<file path="config.mk">
export PLATFORM = sky130hd
export DESIGN_NAME = aes_host_sequencer
export DESIGN_NICKNAME = d
export VERILOG_FILES = /design/src/rtl/aes_host_sequencer.sv
export SDC_FILE = /design/constraint.sdc
export NUM_CORES = 1
export LEC_CHECK = 0
export BUFFER_PORTS_ARGS = -buffer_cell sky130_fd_sc_hd__buf_2
export CAP_MARGIN = 20
export CELL_PAD_IN_SITES_DETAIL_PLACEMENT = 1
export CELL_PAD_IN_SITES_GLOBAL_PLACEMENT = 2
export CORE_MARGIN = 10
export CORE_UTILIZATION = 32
export CTS_BUF_LIST = sky130_fd_sc_hd__clkbuf_16
export DETAILED_ROUTE_END_ITERATION = 16
export PLACE_DENSITY = 0.82
export SLEW_MARGIN = 15
export SYNTH_ARGS = -nofsm -noshare
export SYNTH_HDL_FRONTEND = slang
export SYNTH_SLANG_ARGS = --single-unit
</file>
<file path="constraint.sdc">
create_clock -name clk_i -period 2.64 [get_ports clk_i]
set_input_delay 0.66 -clock clk_i [delete_from_list [all_inputs] [get_ports clk_i]]
set_output_delay 0.66 -clock clk_i [all_outputs]
set_load 0.1 [all_outputs]
</file>
<file path="src/rtl/aes_host_sequencer.sv">
// aes_host_sequencer: loads key/plaintext into aes_core over the word-serial register bus, starts it, reads back the result.
// Latency: accept at T -> writes T+2..T+10 (core idle) -> out_valid at U -> reads U+1..U+4 -> rsp_valid from U+6.
// Backpressure: cmd_ready_o only in IDLE; the response is held stable until rsp_ready_i; watchdog aborts stalled waits.
module aes_host_sequencer #(
  parameter int TIMEOUT_CYCLES = 1024,
  parameter int CNT_W          = 20
) (
  input  logic         clk_i,
  input  logic         rst_ni,
  input  logic         cmd_valid_i,
  output logic         cmd_ready_o,
  input  logic [127:0] cmd_key_i,
  input  logic [127:0] cmd_pt_i,
  output logic         reg_we_o,
  output logic         reg_re_o,
  output logic [3:0]   reg_addr_o,
  output logic [31:0]  reg_wdata_o,
  input  logic [31:0]  reg_rdata_i,
  input  logic         core_idle_i,
  input  logic         core_out_valid_i,
  output logic         rsp_valid_o,
  input  logic         rsp_ready_i,
  output logic [127:0] rsp_data_o,
  output logic         rsp_timeout_o
);

  typedef enum logic [2:0] {
    S_IDLE,
    S_WAIT_IDLE,
    S_WR,
    S_WAIT_OUT,
    S_RD,
    S_RESP
  } state_t;

  state_t state, state_n;

  // Watchdog for the two wait states; step sequences the write and read bursts.
  logic [CNT_W-1:0] wdog;
  logic [3:0]       step;

  // Word 0 lives in the top 32 bits, so word i is element 3-i of each array.
  logic [3:0][31:0] key_q, pt_q, cap_q;
  logic             to_q;

  logic       accept, expire, wdog_max, to_set;
  logic [1:0] rd_sel;

  assign accept   = (state == S_IDLE) && cmd_valid_i;
  assign expire   = (wdog == CNT_W'(TIMEOUT_CYCLES - 1));
  assign wdog_max = &wdog;
  // Read data arrives one cycle after its strobe, so capture step k holds word k-1.
  assign rd_sel   = step[1:0] - 2'd1;

  // Next state and bus/handshake outputs, all decoded from the current state.
  always_comb begin
    state_n     = state;
    cmd_ready_o = 1'b0;
    reg_we_o    = 1'b0;
    reg_re_o    = 1'b0;
    reg_addr_o  = 4'd0;
    reg_wdata_o = 32'd0;
    rsp_valid_o = 1'b0;
    to_set      = 1'b0;
    unique case (state)
      S_IDLE: begin
        cmd_ready_o = 1'b1;
        if (cmd_valid_i) state_n = S_WAIT_IDLE;
      end
      S_WAIT_IDLE: begin
        if (core_idle_i) begin
          state_n = S_WR;
        end else if (expire) begin
          state_n = S_RESP;
          to_set  = 1'b1;
        end
      end
      S_WR: begin
        reg_we_o   = 1'b1;
        reg_addr_o = step;
        if (step < 4'd4)      reg_wdata_o = key_q[~step[1:0]];
        else if (step < 4'd8) reg_wdata_o = pt_q[~step[1:0]];
        else                  reg_wdata_o = 32'h1;
        if (step == 4'd8) state_n = S_WAIT_OUT;
      end
      S_WAIT_OUT: begin
        // A valid seen on the expiry cycle still wins over the abort.
        if (core_out_valid_i) begin
          state_n = S_RD;
        end else if (expire) begin
          state_n = S_RESP;
          to_set  = 1'b1;
        end
      end
      S_RD: begin
        if (step < 4'd4) begin
          reg_re_o   = 1'b1;
          reg_addr_o = 4'd9 + step;
        end
        if (step == 4'd4) state_n = S_RESP;
      end
      S_RESP: begin
        rsp_valid_o = 1'b1;
        if (rsp_ready_i) state_n = S_IDLE;
      end
      default: state_n = S_IDLE;
    endcase
  end

  // State register.
  always_ff @(posedge clk_i or negedge rst_ni) begin
    if (!rst_ni) state <= S_IDLE;
    else         state <= state_n;
  end

  // Watchdog and burst step restart on every state change; the watchdog saturates.
  always_ff @(posedge clk_i or negedge rst_ni) begin
    if (!rst_ni) begin
      wdog <= '0;
      step <= 4'd0;
    end else if (state_n != state) begin
      wdog <= '0;
      step <= 4'd0;
    end else begin
      if ((state == S_WAIT_IDLE || state == S_WAIT_OUT) && !wdog_max) wdog <= wdog + 1'b1;
      if (state == S_WR || state == S_RD) step <= step + 4'd1;
    end
  end

  // Command payload, read-back capture and timeout flag; capture clears on accept so an abort returns zeros.
  always_ff @(posedge clk_i or negedge rst_ni) begin
    if (!rst_ni) begin
      key_q <= '0;
      pt_q  <= '0;
      cap_q <= '0;
      to_q  <= 1'b0;
    end else begin
      if (accept) begin
        key_q <= cmd_key_i;
        pt_q  <= cmd_pt_i;
        cap_q <= '0;
        to_q  <= 1'b0;
      end else if (to_set) begin
        to_q  <= 1'b1;
      end
      if (state == S_RD && step != 4'd0) cap_q[~rd_sel] <= reg_rdata_i;
    end
  end

  assign rsp_data_o    = cap_q;
  assign rsp_timeout_o = to_q;

endmodule

</file>
==> results of run 1 <==
[registers in the layout, indices dropped and copies added (netlist names)]
name           cells
key_q            128
pt_q             128
rsp_data_o       128
rsp_timeout_o      1
state              3
step               4
wdog              20
[cell type report]
| cell class | count | area [sq um] |
|---|---|---|
| repair buffers | 544 | 3970 |
| flip-flops and latches | 412 | 10300 |
| multi-input cells | 1440 | 8120 |
| well taps | 756 | 946 |
| clock inverters | 40 | 284 |
| fillers | 6581 | 31700 |
| inverters | 5 | 21.3 |
| clock buffers | 48 | 1200 |
| diodes | 7 | 17.5 |
[repair_timing]
action | 4_1_cts | 5_1_grt
pin swaps | 17 | 6
endpoints found under the setup margin | 39 | 39
gates resized for setup | 89 | 18
gates cloned | 2 | 0
buffers inserted | 26 | 3
[cells in the mapped netlist (all sizes together), types with 4 or more instances]
cell type	count	area (sq um)
and4	4	42.5
or4	5	41.3
ha	5	62.6
xnor2	6	52.6
inv	5	18.8
nand2b	4	25.0
buf	80	412
a211oi	4	40.0
o31ai	5	37.5
and2	5	31.3
nand2	1041	3910
nor2	52	195
dfrtp	412	10300
mux2i	33	330
nand3	138	703
nand4	9	62.6
nor3	4	20.0
mux4	64	1440
clkbuf	49	185
xor2	7	61.3
a21oi	16	83.8
[critical path, stage by stage (launching register included)]
cell	delay [ns]
dfrtp_4	0.52
buf_12	0.19
buf_8	0.13
mux4_2	0.51
mux2i_2	0.24
nor2_4	0.06
buf_12	0.16
[per-stage QoR]
step                      setup TNS, ns  instance area [sq um]  util [%]  power (mW)  worst slack [ns]
final                            -13.50                  24900      43.9        29.2            -0.467
after CTS                        -15.23                  24800      43.7        29.3            -0.533
after detailed placement              0                  22600      39.8        21.8            0.0347
after global routing             -16.38                  24900      43.9        31.0            -0.536
after floorplan                  -95.57                  18700         -        18.0            -0.566
after global placement                0                  22600      39.8        21.5            0.0561
[cell families (layout without fill, tap and decap cells)]
kind of cell | count (synthesis) | after routing | share of synthesized area [%]
simple gates | 1279 | 1279 | 28.1
flops | 412 | 412 | 56.1
buf+inv | 134 | 637 | 3.35
mux | 100 | 100 | 9.83
compound gates | 43 | 43 | 1.62
xor+xnor | 13 | 13 | 0.620
fa+ha+maj | 5 | 5 | 0.340
other cells | 0 | 7 | 0
[per-layer routing]
layer / part of all wire [%] / vias up / track usage (%) / wire length (microns)
met5: 0.15 / - / 0 / 103
met4: 2.0 / 16 / 4.92 / 1370
met3: 6.8 / 96 / 5.38 / 4730
met2: 48 / 451 / 34.0 / 33900
met1: 43 / 8033 / 26.4 / 29800
li1: - / 7361 / - / -
[path summary, 6_finish.rpt]
kind | endpoint | cells after the start | from
worst max register to register | wdog[2] | 8 | state[2]
min in group clk_i | pt_q[118] | 3 | cmd_pt_i[118]
max in group asynchronous | pt_q[78] | 2 | rst_ni
worst min register to register | key_q[10] | 2 | key_q[10]
worst min-delay path | rsp_data_o[125] | 1 | rst_ni
worst max-delay path | reg_wdata_o[17] | 6 | step[0]
[power groups by stage]
stage	logic (mW)	registers [mW]	clock network (mW)
final	13.0	9.81	6.35
after global placement	11.7	9.84	0
after detailed placement	11.9	9.89	0
after floorplan	7.65	10.4	0
after global routing	14.1	10.0	6.85
after CTS	13.0	9.81	6.55
==> metrics.md, run 1 <==
| Metric | Value |
|---|---|
| Outcome | `finished with violations` |
| Violated checks | `negative setup slack` |
| MaxCap Viol Count | `0` |
| Cell count after synthesis | `between 1,500 and 2,000` |
| Sw Share | `between 40% and 50%` |
| Area of the core | `56,600 sq um` |
| P_leak | `around 13 nW` |
| Int Pwr | `roughly 17 mW` |
| Seq pwr share | `between 30% and 40%` |
| Die height | `260 microns` |
| Clk pwr share | `between 20% and 30%` |
| WP data required | `a little under 2 ns` |
| VDD IR max | `approximately 780 uV` |
| WHS | `approximately 0.022 ns` |
| Crit path time final | `3.11 ns` |
| Kind of critical path | `flop to output pin` |
| Layout cells sized above 1 | `a little under a third` |
| Drt wl/cell | `~22 microns` |
| Most common cell after layout, fill and taps aside | `nand2_1` |
| CTS sink cnt | `412` |
| DRT iter0 DRCs | `around 820` |
| Clock Skew | `~0.023 ns` |
| Worst EP arrival | `2.45 ns` |
| Root buf cell | `clkbuf_16` |
| Psw | `12.4 mW` |
| Die area | `between 60,000 and 70,000 sq um` |
| First-pass GRT wire length | `roughly 110 mm` |
| Distinct cells, synth | `57` |
| Final Hold Violating Endpoints | `0` |
| Unrepaired setup endpoints after global routing | `yes` |
| # hold bufs at CTS | `0` |
| Total CTS buffers | `47` |
| HPWL after DPL | `about 50 mm` |
| DR DRC count | `0` |
| Hold WC Path Type | `input port to async pin` |
| Final #Nets | `~2,700` |
| Max Root-Sink Buffers | `3` |
| Placed Cells | `roughly 3,100` |
| Most frequent cells in the layout | `1,039 x nand2_1, 421 x buf_2, 409 x dfrtp_1` |
| Max FO, Critical Path | `6` |
| Comb pwr share | `~45%` |
| H-tree levels | `2` |
| Initial antenna violation count | `23` |
| Setup ws final | `-0.467 ns` |
| FF+latch count, synth | `412` |
| Initial Utilization | `approximately a third` |
| Worst Setup Start Kind | `flop` |
| Gr usage total | `about a fifth` |
| Syn_nets | `2,285` |
| Max transition margin | `47.0%` |
| Finished Layout Cells | `about 3,300` |
| Max Slew Vio Count | `0` |
| Grt total ovfl | `0` |
| IO Port Bufs | `~460` |
| DRT antenna net count | `0` |
| Die Wd | `about 260 microns` |
| Mapped Avg Cell Area | `9.25 sq um` |
| Total number of vias | `16,000` |
| Tcrit/Tclk final | `118%` |
| Clock slew at reported path FFs | `around 0.060 ns` |
| I/O pin cnt | `about 460` |
| # rows | `87` |
| Largest net degree at the start of global routing | `168` |
| Mapped Area | `18,400 sq um` |
| Fraction of registers with async set/reset | `100%` |
| TritonCTS clock tree | `done` |
| Layout area overhead | `35.4%` |
| Slew @ Worst Pin | `0.796 ns` |
| Placer Congestion | `just over 0.8` |
| Initial DRT Pass Iterations | `4` |
| Register area share after synthesis | `between 50% and 60%` |
| Synthesis warning total | `0` |
| Clock latency on the worst-skew pair | `0.58 ns` |
| Power density over the cells | `between 1000 and 1500 nW/um^2` |
| Final-report setup violation count | `35` |
| Synth Flop Type | `dfrtp_1` |
| Reg2reg setup slack | `slightly above 0.4 ns` |
| WL final | `~70 mm` |
| Vias in the first global route | `17,700` |
| Number of synthesized flops with an enable pin | `0` |
| Nature of the critical path endpoint | `output pin` |
| Vias per cell | `just under 5` |
| Fmax | `322 MHz` |
No activity file was read; power rests on OpenSTA's default activity.
==> run 2, diff against run 1 <==
--- a/config.mk
+++ b/config.mk
@@ -9,7 +9,7 @@
 export CAP_MARGIN = 20
 export CELL_PAD_IN_SITES_DETAIL_PLACEMENT = 1
 export CELL_PAD_IN_SITES_GLOBAL_PLACEMENT = 2
-export CORE_MARGIN = 10
+export CORE_MARGIN = 2
 export CORE_UTILIZATION = 32
 export CTS_BUF_LIST = sky130_fd_sc_hd__clkbuf_16
 export DETAILED_ROUTE_END_ITERATION = 16
==> run 2 against run 1 <==
The run still ends with negative setup slack left. Routed wire length shrank 5.8%. Total power grew 1.4%. Via count rose by 0.21%. Clock skew is 0.0045 ns lower. Critical path depth up 1. Worst hold slack better by 0.017 ns. Cell count unchanged. Critical path type unchanged. Critical endpoint is now reg_wdata_o[2].
==> metrics.md, run 2 (same netlist as run 1, synthesis figures left out) <==
| Metric | Value |
|---|---|
| Final-report setup violation count | `35 (unchanged)` |
| Final Hold Violating Endpoints | `0 (unchanged)` |
| Initial DRT Pass Iterations | `5 (was 4)` |
| Clock latency on the worst-skew pair | `0.58 ns (about the same)` |
| Root buf cell | `clkbuf_16 (unchanged)` |
| WL final | `65.9 mm (was 69.9 mm)` |
| Grt total ovfl | `0 (unchanged)` |
| Sw Share | `41.6% (was 42.5%)` |
| P_leak | `13.0 nW (about the same)` |
| Comb pwr share | `44.2% (was 44.6%)` |
| Total number of vias | `16,000 (about the same)` |
| Worst r2r src | `state[2] (unchanged)` |
| Layout cells sized above 1 | `30.6% (was 30.8%)` |
| RR Endpoint | `wdog[6] (was wdog[2])` |
| MaxCap Viol Count | `0 (unchanged)` |
| Die area | `59,400 sq um (was 67,400 sq um)` |
| Placer Congestion | `0.829 (was 0.824)` |
| Area after DPL | `22,500 sq um (was 22,600 sq um)` |
| Max FO, Critical Path | `8 (was 6)` |
| Area of the core | `56,600 sq um (unchanged)` |
| VDD IR max | `1110 uV (was 776 uV)` |
| Vias in the first global route | `17,200 (was 17,700)` |
| Total CTS buffers | `47 (unchanged)` |
| Vias per cell | `4.92 (was 4.91)` |
| Power density over the cells | `1180 nW/um^2 (was 1170 nW/um^2)` |
| Seq pwr share | `32.9% (was 33.6%)` |
| Setup ws final | `-0.452 ns (was -0.467 ns)` |
| HPWL after DPL | `45.1 mm (was 49.9 mm)` |
| First-pass GRT wire length | `101 mm (was 108 mm)` |
| Outcome | `finished with violations (unchanged)` |
| Max Root-Sink Buffers | `3 (unchanged)` |
| Reg2reg setup slack | `0.27 ns (was 0.41 ns)` |
| Setup tns final | `-12.22 ns (was -13.50 ns)` |
| Tcrit/Tclk final | `117% (was 118%)` |
| CTS sink cnt | `412 (unchanged)` |
| Crit path time final | `3.09 ns (was 3.11 ns)` |
| Drt wl/cell | `20.3 microns (was 21.5 microns)` |
| H-tree levels | `2 (unchanged)` |
| Gr usage total | `22.0% (was 20.5%)` |
| Nature of the critical path endpoint | `output pin (unchanged)` |
| Design area | `25,000 sq um (was 24,900 sq um)` |
| Initial Utilization | `32.5% (unchanged)` |
| Fmax | `323 MHz (was 322 MHz)` |
| Final #Nets | `2,743 (was 2,749)` |
| Max transition margin | `32.1% (was 47.0%)` |
| I/O pin cnt | `463 (unchanged)` |
| # hold bufs at CTS | `0 (unchanged)` |
| Max Slew Vio Count | `0 (unchanged)` |
| Int Pwr | `17.3 mW (was 16.8 mW)` |
| Hold WC Path Type | `input port to async pin (unchanged)` |
| TritonCTS clock tree | `done (unchanged)` |
| # rows | `87 (unchanged)` |
| Psw | `12.3 mW (was 12.4 mW)` |
| Layout area overhead | `36.0% (was 35.4%)` |
| DRT antenna net count | `0 (unchanged)` |
| DR DRC count | `0 (unchanged)` |
| IO Port Bufs | `462 (unchanged)` |
| Clock Skew | `0.0181 ns (was 0.0226 ns)` |
| Die Wd | `244 microns (was 260 microns)` |
| Path depth of the worst reg2reg path | `8 (unchanged)` |
| Worst Setup Start Kind | `flop (unchanged)` |
| Total power | `29.6 mW (was 29.2 mW)` |
| Slew @ Worst Pin | `1.02 ns (was 0.796 ns)` |
| Initial antenna violation count | `32 (was 23)` |
| Clk pwr share | `22.9% (was 21.7%)` |
| Die height | `244 microns (was 260 microns)` |
| Largest net degree at the start of global routing | `208 (was 168)` |
| DRT iter0 DRCs | `1,056 (was 817)` |
| Clock slew at reported path FFs | `0.06 ns (about the same)` |
| Violated checks | `negative setup slack (unchanged)` |
| WP data required | `1.98 ns (about the same)` |
| Most frequent cells in the layout | `1,039 x nand2_1, 422 x buf_2, 408 x dfrtp_1 (was 1,039 x nand2_1, 421 x buf_2, 409 x dfrtp_1)` |
| Post-layout util | `44.1% (was 43.9%)` |
| Kind of critical path | `flop to output pin (unchanged)` |
| Unrepaired setup endpoints after global routing | `yes (unchanged)` |
| Most common cell after layout, fill and taps aside | `nand2_1 (unchanged)` |
| Worst EP arrival | `2.43 ns (was 2.45 ns)` |
-- run 2: layer usage --
metal,vias to the layer above,GRT usage [%],routed length [microns]
met4,24,5.85,1260
met5,-,0,153
li1,7371,-,-
met3,94,5.77,4580
met2,435,36.1,32000
met1,8067,28.9,27800
-- run 2: worst max-delay path by stage --
stage	from	endpoint	slack, ns	depth (start not counted)
3_3_place_gp	step[0]	reg_wdata_o[21]	0.11	6
2_1_floorplan	state[0]	reg_wdata_o[10]	-0.57	6
5_1_grt	step[0]	reg_wdata_o[26]	-0.53	7
4_1_cts	step[0]	reg_wdata_o[5]	-0.50	7
3_5_place_dp	step[0]	reg_wdata_o[21]	0.08	6
6_report	step[0]	reg_wdata_o[2]	-0.45	7
-- run 2: what timing repair did --
action / in CTS / in global routing
setup endpoints to repair: 40 / 37
pin swaps: 22 / 12
gates resized for setup: 85 / 22
cloned: 5 / 0
setup buffers: 21 / 5
-- run 2: metrics by stage --
stage                     cells  setup slack [ns]  hold WS [ns]
after global routing       3244            -0.527        0.0579
after CTS                  3229            -0.499        0.0477
after detailed placement   3122            0.0798         0.458
final                      3252            -0.452        0.0383
after floorplan            1986            -0.566         0.364
after global placement     3122             0.106         0.455
-- run 2: layout make-up --
type                            instances  area (sq um)
Antenna cell                           20          50.0
Clock buffer                           49          1230
Clock inverter                         32           342
Fill cell                            6565         31600
Inverter                                5          26.3
Multi-Input combinational cell       1440          8150
Sequential cell                       412         10300
Tap cell                              756           946
Timing Repair Buffer                  538          3930
-- run 2: power by group through the flow --
stage	registers, mW	clock network [mW]	logic, mW
floorplan	10.4	0	7.65
global placement	9.76	0	11.5
detailed placement	9.81	0	11.8
CTS	9.74	6.92	13.0
global route	9.97	7.18	14.1
finish	9.75	6.77	13.1
-- run 2: worst max-delay path: stages (launching register included) --
cell and delay, ns:
dfrtp_4 0.52, buf_12 0.15, buf_12 0.13, buf_16 0.15
mux4_2 0.46, mux2i_4 0.18, nor2_4 0.07, buf_12 0.17
==> run 3, diff against run 2 <==
--- a/config.mk
+++ b/config.mk
@@ -13,6 +13,7 @@
 export CORE_UTILIZATION = 32
 export CTS_BUF_LIST = sky130_fd_sc_hd__clkbuf_16
 export DETAILED_ROUTE_END_ITERATION = 16
+export MAX_ROUTING_LAYER = met4
 export PLACE_DENSITY = 0.82
 export SLEW_MARGIN = 15
 export SYNTH_ARGS = -nofsm -noshare
==> run 3 against run 2 <==
The flow still finishes with violations (negative setup slack). First-iteration DRC count is 7.9% lower. Combinational power is essentially flat. Largest cell class unchanged. Largest power group unchanged. Register-to-register slack about the same. Fmax shrank 0.18%. Die area is the same.
==> metrics.md, run 3 (same netlist as run 1, synthesis figures left out) <==
| Metric | Value |
|---|---|
| # rows | `87 (unchanged)` |
| Grt total ovfl | `0 (unchanged)` |
| Nature of the critical path endpoint | `output pin (unchanged)` |
| Clock latency on the worst-skew pair | `0.58 ns (about the same)` |
| DP Worst Slack | `0.0798 ns (unchanged)` |
| Total number of vias | `15,900 (was 16,000)` |
| Max Root-Sink Buffers | `3 (unchanged)` |
| Power density over the cells | `1180 nW/um^2 (about the same)` |
| Path depth of the worst reg2reg path | `8 (unchanged)` |
| Kind of critical path | `flop to output pin (unchanged)` |
| MaxCap Viol Count | `0 (unchanged)` |
| Largest net degree at the start of global routing | `208 (unchanged)` |
| IO Port Bufs | `462 (unchanged)` |
| Unrepaired setup endpoints after global routing | `yes (unchanged)` |
| WP data required | `1.98 ns (about the same)` |
| Clock Skew | `0.0176 ns (was 0.0181 ns)` |
| TritonCTS clock tree | `done (unchanged)` |
| Crit path time final | `3.10 ns (was 3.09 ns)` |
| Most common cell after layout, fill and taps aside | `nand2_1 (unchanged)` |
| P_leak | `13.0 nW (about the same)` |
| Reg2reg setup slack | `0.26 ns (was 0.27 ns)` |
| Initial antenna violation count | `32 (unchanged)` |
| Vias in the first global route | `17,100 (was 17,200)` |
| Initial DRT Pass Iterations | `5 (unchanged)` |
| HPWL after DPL | `45.1 mm (unchanged)` |
| Layout cells sized above 1 | `30.6% (unchanged)` |
| Die area | `59,400 sq um (unchanged)` |
| I/O pin cnt | `463 (unchanged)` |
| DRT antenna net count | `0 (unchanged)` |
| Violated checks | `negative setup slack (unchanged)` |
| Worst Setup EP | `reg_wdata_o[2] (unchanged)` |
| Tcrit/Tclk final | `117% (about the same)` |
| Layout area overhead | `36.1% (was 36.0%)` |
| Most frequent cells in the layout | `1,039 x nand2_1, 422 x buf_2, 408 x dfrtp_1 (unchanged)` |
| H-tree levels | `2 (unchanged)` |
| Worst Setup Start Kind | `flop (unchanged)` |
| Max Slew Vio Count | `0 (unchanged)` |
| Die Wd | `244 microns (unchanged)` |
| Max transition margin | `29.1% (was 32.1%)` |
| Placer Congestion | `0.841 (was 0.829)` |
| WHS | `0.0469 ns (was 0.0383 ns)` |
| Worst EP arrival | `2.44 ns (was 2.43 ns)` |
| Slew @ Worst Pin | `1.06 ns (was 1.02 ns)` |
| Clock slew at reported path FFs | `0.06 ns (about the same)` |
| Crit. Startpoint | `step[0] (unchanged)` |
| Die height | `244 microns (unchanged)` |
| Hold WC Path Type | `input port to async pin (unchanged)` |
| Fmax | `323 MHz (about the same)` |
| CTS sink cnt | `412 (unchanged)` |
| Final Hold Violating Endpoints | `0 (unchanged)` |
| Vias per cell | `4.88 (was 4.92)` |
| Outcome | `finished with violations (unchanged)` |
| Final-report setup violation count | `35 (unchanged)` |
| Post-layout util | `44.2% (was 44.1%)` |
| Final #Nets | `2,743 (unchanged)` |
| Setup tns final | `-12.33 ns (was -12.22 ns)` |
| Worst r2r src | `state[2] (unchanged)` |
| Total CTS buffers | `47 (unchanged)` |
| RR Endpoint | `wdog[6] (unchanged)` |
| DR DRC count | `0 (unchanged)` |
| Root buf cell | `clkbuf_16 (unchanged)` |
| Area of the core | `56,600 sq um (unchanged)` |
| VDD IR max | `1110 uV (about the same)` |
| Gr usage total | `22.7% (was 22.0%)` |
| Initial Utilization | `32.5% (unchanged)` |
| WL final | `65.9 mm (about the same)` |
| Max FO, Critical Path | `8 (unchanged)` |
| Drt wl/cell | `20.2 microns (was 20.3 microns)` |
| Setup ws final | `-0.457 ns (was -0.452 ns)` |
| First-pass GRT wire length | `102 mm (was 101 mm)` |
| DRT iter0 DRCs | `973 (was 1,056)` |
run 3: worst min-delay path by stage:
stage / start / end / slack [ns]
after global routing: rst_ni / rsp_data_o[91] / 0.06
after global placement: pt_q[54] / pt_q[54] / 0.45
final: rst_ni / rsp_data_o[123] / 0.05
after floorplan: rst_ni / key_q[0] / 0.36
after CTS: rst_ni / rsp_data_o[123] / 0.05
after detailed placement: pt_q[1] / pt_q[1] / 0.46
run 3: area by class of cell:
class	count	area (sq um)
Antenna cell	32	80.1
Clock buffer	49	1230
Clock inverter	32	342
Fill cell	6577	31600
Inverter	5	26.3
Multi-Input combinational cell	1440	8150
Sequential cell	412	10300
Tap cell	756	946
Timing Repair Buffer	538	3930
run 3: through the flow:
stage / cell area, sq um / power (mW) / std cells
2_1_floorplan: 18700 / 18.0 / 1986
3_3_place_gp: 22500 / 21.3 / 3122
3_5_place_dp: 22500 / 21.6 / 3122
4_1_cts: 24800 / 29.7 / 3229
5_1_grt: 25000 / 31.3 / 3260
6_report: 25000 / 29.6 / 3264
run 3: critical path, cell delays in order (launching register included):
cell,delay (ns)
dfrtp_4,0.52
buf_12,0.15
buf_12,0.13
buf_16,0.15
mux4_2,0.46
mux2i_4,0.18
nor2_4,0.07
buf_12,0.17
run 3: where the power goes:
part,internal [mW],switching [mW],total (mW)
logic,4.77,8.32,13.1
registers,8.42,1.33,9.74
clock network,4.10,2.67,6.77
run 3: routing by layer:
metal	part of all wire (%)	track usage [%]	vias up
met4	1.9	5.85	0
li1	-	-	7391
met2	49	36.0	443
met1	42	29.1	8016
met5	0	-	-
met3	7.2	5.65	74
run 3: what timing repair did:
| item | CTS | global route |
|---|---|---|
| buffers inserted | 21 | 5 |
| resized for setup | 85 | 22 |
| cloned | 5 | 0 |
| hold buffers | 0 | 0 |
| endpoints found under the setup margin | 40 | 37 |
| pin swaps | 22 | 12 |
